==> config.mk <==
export PLATFORM = sky130hd
export DESIGN_NAME = key_sync
export DESIGN_NICKNAME = d
export VERILOG_FILES = /design/src/rtl/game_pkg.sv /design/src/rtl/key_sync.sv
export SDC_FILE = /design/constraint.sdc
export NUM_CORES = 1
export LEC_CHECK = 0
export BUFFER_PORTS_ARGS = -buffer_cell sky130_fd_sc_hd__buf_2
export CORE_AREA = 2 2 39 41
export DETAILED_ROUTE_END_ITERATION = 16
export DIE_AREA = 0 0 41 43
export SLEW_MARGIN = 20
export SYNTH_ARGS = -nofsm -noshare
export SYNTH_HDL_FRONTEND = slang
export SYNTH_SLANG_ARGS = --single-unit
==> constraint.sdc <==
create_clock -name clk -period 0.8 [get_ports clk]
set_input_delay 0.16 -clock clk [delete_from_list [all_inputs] [get_ports clk]]
set_output_delay 0.16 -clock clk [all_outputs]
set_load 0.01 [all_outputs]
==> src/rtl/game_pkg.sv <==
// Shared definitions for the memory-game note blocks (playback and answer checking).
package game_pkg;

  localparam int NOTE_W    = 4;
  localparam int MAX_STEPS = 8;

  typedef enum logic [1:0] {
    ST_IDLE         = 2'd0,
    ST_WAIT_PRESS   = 2'd1,
    ST_WAIT_RELEASE = 2'd2
  } chk_state_e;

  // Step i of a pattern occupies bits [4i+3:4i].
  function automatic logic [NOTE_W-1:0] note_at(
    input logic [NOTE_W*MAX_STEPS-1:0] pattern,
    input logic [2:0]                  index
  );
    return pattern[index*NOTE_W +: NOTE_W];
  endfunction

endpackage

==> src/rtl/key_sync.sv <==
// Two-flop synchronizer bringing the asynchronous keypad nibble into the clk domain.
module key_sync
  import game_pkg::*;
(
  input  logic              clk,
  input  logic              reset,
  input  logic [NOTE_W-1:0] key,
  output logic [NOTE_W-1:0] key_s
);

  logic [NOTE_W-1:0] meta_q;
  logic [NOTE_W-1:0] sync_q;

  always_ff @(posedge clk or posedge reset) begin
    if (reset) begin
      meta_q <= '0;
      sync_q <= '0;
    end else begin
      meta_q <= key;
      sync_q <= meta_q;
    end
  end

  assign key_s = sync_q;

endmodule

### Word level (Yosys, flattened, before mapping)

Index checks and enable logic that the tools add are counted.
Widths: inputs -> output; s select.

| word-level totals | value |
|---|---|
| output and inout bits | 4 |
| input port bits | 6 |
| register bits after elaboration | 8 |

### Depth between registers and ports, before layout

| depth | value |
|---|---|
| depth after elaboration | 0 |
| depth in mapped cells | 1 |
| depth with buffers taken out | 1 |

### Worst setup path after synthesis

OpenSTA, ideal clock, no wires.

| timing | value |
|---|---|
| path type | register -> output |
| start | register sync_q[0] (netlist: key_s[0]) |
| end | output port key_s[0] |
| stages on the path, launching flop included | 1 |
| arrival time | 0.376 ns |
| slack | 0.264 ns |
| buffers on the path | 0 |
| path through | dfrtp_1 |

RTL lines:

| element | RTL line | RTL |
|---|---|---|
| start: declaration | key_sync.sv:12 | `logic [NOTE_W-1:0] sync_q;` |
| start signal: assignment | key_sync.sv:20 | `sync_q <= meta_q;` |
| end: declaration | key_sync.sv:8 | `output logic [NOTE_W-1:0] key_s` |

No word-level cell between the ends.

### Final worst setup path

| timing | value |
|---|---|
| start | register sync_q[3] (netlist: key_s[3]) |
| end | output port key_s[3] |

No word-level cell between the ends.

==> impl_metrics.yaml <==
power_and_ir_drop:
  p_switching_uw: 139.7
  max-vdd-ir-drop_mv: 1.100
  netSwitchingFraction_pct: 18.44
  p_clk_share_pct: 37.7
  combPwrFrac_pct: 5.4
  powerDensity_mw_per_mm2: 2461
  p_seq_share_pct: 57.0
  p_int_uw: 617.9
  leakage_nw: 0.1540
clocking:
  cts_max_level: 1
  cts_tree: "done"
  root_buffer: "clkbuf_4"
  clk_latency_ps: 240
  cts_buffer_depth: 2
  clk_pin_slew_ps: 50
  clock_sinks: 8
  cts_made_buffers: 3
run_status:
  violations: "negative setup slack"
  outcome: "finished, violations left"
critical_path:
  crit_buf_inv: 1
  max_stage_delay_ps: 360
  critPathSlowestCell: "dfrtp_1"
  endpoint_kind: "output port"
  required_ps: 640
  worstPathCellList: "buf_2"
  cp.arrival_ps: 740
  critPathMaxFanout: 1
  path_class: "flop to output port"
  worstSetupStartpointType: "flop"
  crit_family: "flip-flops"
cells_and_area:
  nets: 30
  fin_area_sq_um: 307.8
  layout-drive-gt1-share_pct: 54.55
  diodes: 0
  multiInputGateArea_sq_um: 0
  syn_to_final_growth_pct: 50.92
  nMultiInputCombCells: 0
synthesis:
  synthCells: 9
  synth_area_leaders: "dfrtp_1 98%, inv_1 1.8%"
  synthAdderAreaFrac_pct: 0
  ys_seq_area_share_pct: 98.16
  synthXorXnorAreaFrac_pct: 0
  synth_mux_area_share_pct: 0
  ys.flop_type: "dfrtp_1"
  synth_compound_area_share_pct: 0
  synth_seq_cells: 8
  async_flop_share_pct: 100.0
  synth_top_area_share_pct: 98.16
  syn_avg_cell_area_sq_um: 22.66
  synth_top_family_by_area: "buffers and inverters"
  synth_area_sq_um: 203.9
  synth_edf_count: 0
  ys_types: 2
  synth_fp_nets: 15
  yosys.area.top_type: "dfrtp_1"
  synthTopCellsByCount: "8 x dfrtp_1, 1 x inv_1"
  yosys.area_share.simple_pct: 0
  post-synth-top-count-cell: "dfrtp_1"
  yosys_warnings: 0
global_route:
  overflow: 0
  grt.total_usage_pct: 5.601
  grt_pass1_vias: 127
  grt_start_max_net_pins: 9
  grt_first_pass_wirelength_um: 510
  antenna_found_initial: 0
sta:
  tightest_slew_ps: 278.2
  hold_viol_final: 0
  timing.fmax_mhz: 1117
  final-max-slew-violation-count: 0
  fin_crit_ps: 895.2
  max_slew_margin_pct: 81.43
  fin_skew_ps: 2.271
  tns_ps: -362.1
  fin_ws_ps: -95.21
  setup_viol: 4
  rsz0062_at_grt: "yes"
  period_share_pct: 111.9
die:
  die_w_um: 41
  io_pins: 10
  die_y_um: 43
  dieArea_sq_mm: 0.001763
  num_rows: 14
  coreArea_sq_mm: 0.001384
  initial_core_util_pct: 14.74
route:
  ant_nets: 0
  drt_wl_total_um: 284
  drc_errors: 0
  drt_iter0_markers: 0
  drtPass1Iterations: 1
  routedWlPerCell_um: 7.474
  via_per_inst: 3.000
  vias: 114
flow_run:
  cap_violations: 0
placed_design:
  portBuffers: 9
  globalplace.congestion: 0.5515
  dpl_cell_area_sq_um: 269.0
worst_hold_path:
  hold_class: "primary input to flop"
==> final timing paths <==
path                                      from             endpoint  slack [ps]  depth (start not counted)
max                         key_s[3]$_DFF_PP0_             key_s[3]        -100                          1
min in group asynchronous                reset   key_s[1]$_DFF_PP0_         390                          3
max in group asynchronous                reset  meta_q[1]$_DFF_PP0_         190                          3
min reg2reg                meta_q[2]$_DFF_PP0_   key_s[2]$_DFF_PP0_         340                          0
min                                     key[2]  meta_q[2]$_DFF_PP0_          20                          1
max reg2reg                meta_q[0]$_DFF_PP0_   key_s[0]$_DFF_PP0_         330                          0
==> cell type report <==
type,count,area (sq um)
clock buffer,3,22.52
fill,148,1076
inverter,1,3.754
sequential,8,200.2
tap,16,20.02
timing repair buffer,10,61.31
==> layout by cell type, fill, tap and decap left out <==
cell type / instances
dlygate4sd3_1: 1
dfrtp_1: 8
buf_2: 8
buf_6: 1
clkbuf_4: 3
inv_1: 1
==> power groups by stage <==
stage / Combinational, mW / Sequential [mW] / Clock, mW
after global placement: 0.0348 / 0.437 / 0
final: 0.0406 / 0.432 / 0.285
after global routing: 0.0463 / 0.432 / 0.341
after floorplan: 0.00631 / 0.442 / 0
after CTS: 0.0389 / 0.431 / 0.301
after detailed placement: 0.0353 / 0.438 / 0
==> cell families (layout without fill, tap and decap cells) <==
kind of cell | after synthesis | in the layout
flops | 8 | 8
buf+inv | 1 | 14
==> layer usage <==
| metal | routed length, um | vias to the layer above | global-route usage (%) | share of wire (%) |
|---|---|---|---|---|
| li1 | - | 52 | - | - |
| met1 | 104 | 49 | 5.051 | 37 |
| met2 | 105 | 13 | 5.000 | 37 |
| met3 | 73 | 0 | 7.853 | 26 |
| met4 | 0 | 0 | 6.000 | 0 |
| met5 | 0 | - | 0 | 0 |
==> registers in the layout, summed over array words and instances (netlist names) <==
register / cells
key_s: 4
meta_q: 4
==> through the flow <==
step	setup WS [ps]	hold slack (ps)	total power [mW]	cells	utilization, %
after detailed placement	161.5	111.1	0.4731	34	19.44
after floorplan	264.4	-24.34	0.4487	9	-
final	-95.21	20.86	0.7575	38	22.24
after CTS	-110.0	11.74	0.7715	38	21.79
after global placement	166.3	103.2	0.4717	34	19.44
after global routing	-140.3	2.448	0.8197	38	22.24
==> what timing repair did <==
action,in CTS,in global routing
hold endpoints to repair,8,0
pin swaps,0,0
gates cloned,0,0
setup buffers,0,0
gates resized for setup,0,1
hold buffers,1,0
endpoints found under the setup margin,4,4
Power figures use the tool's default switching activity.
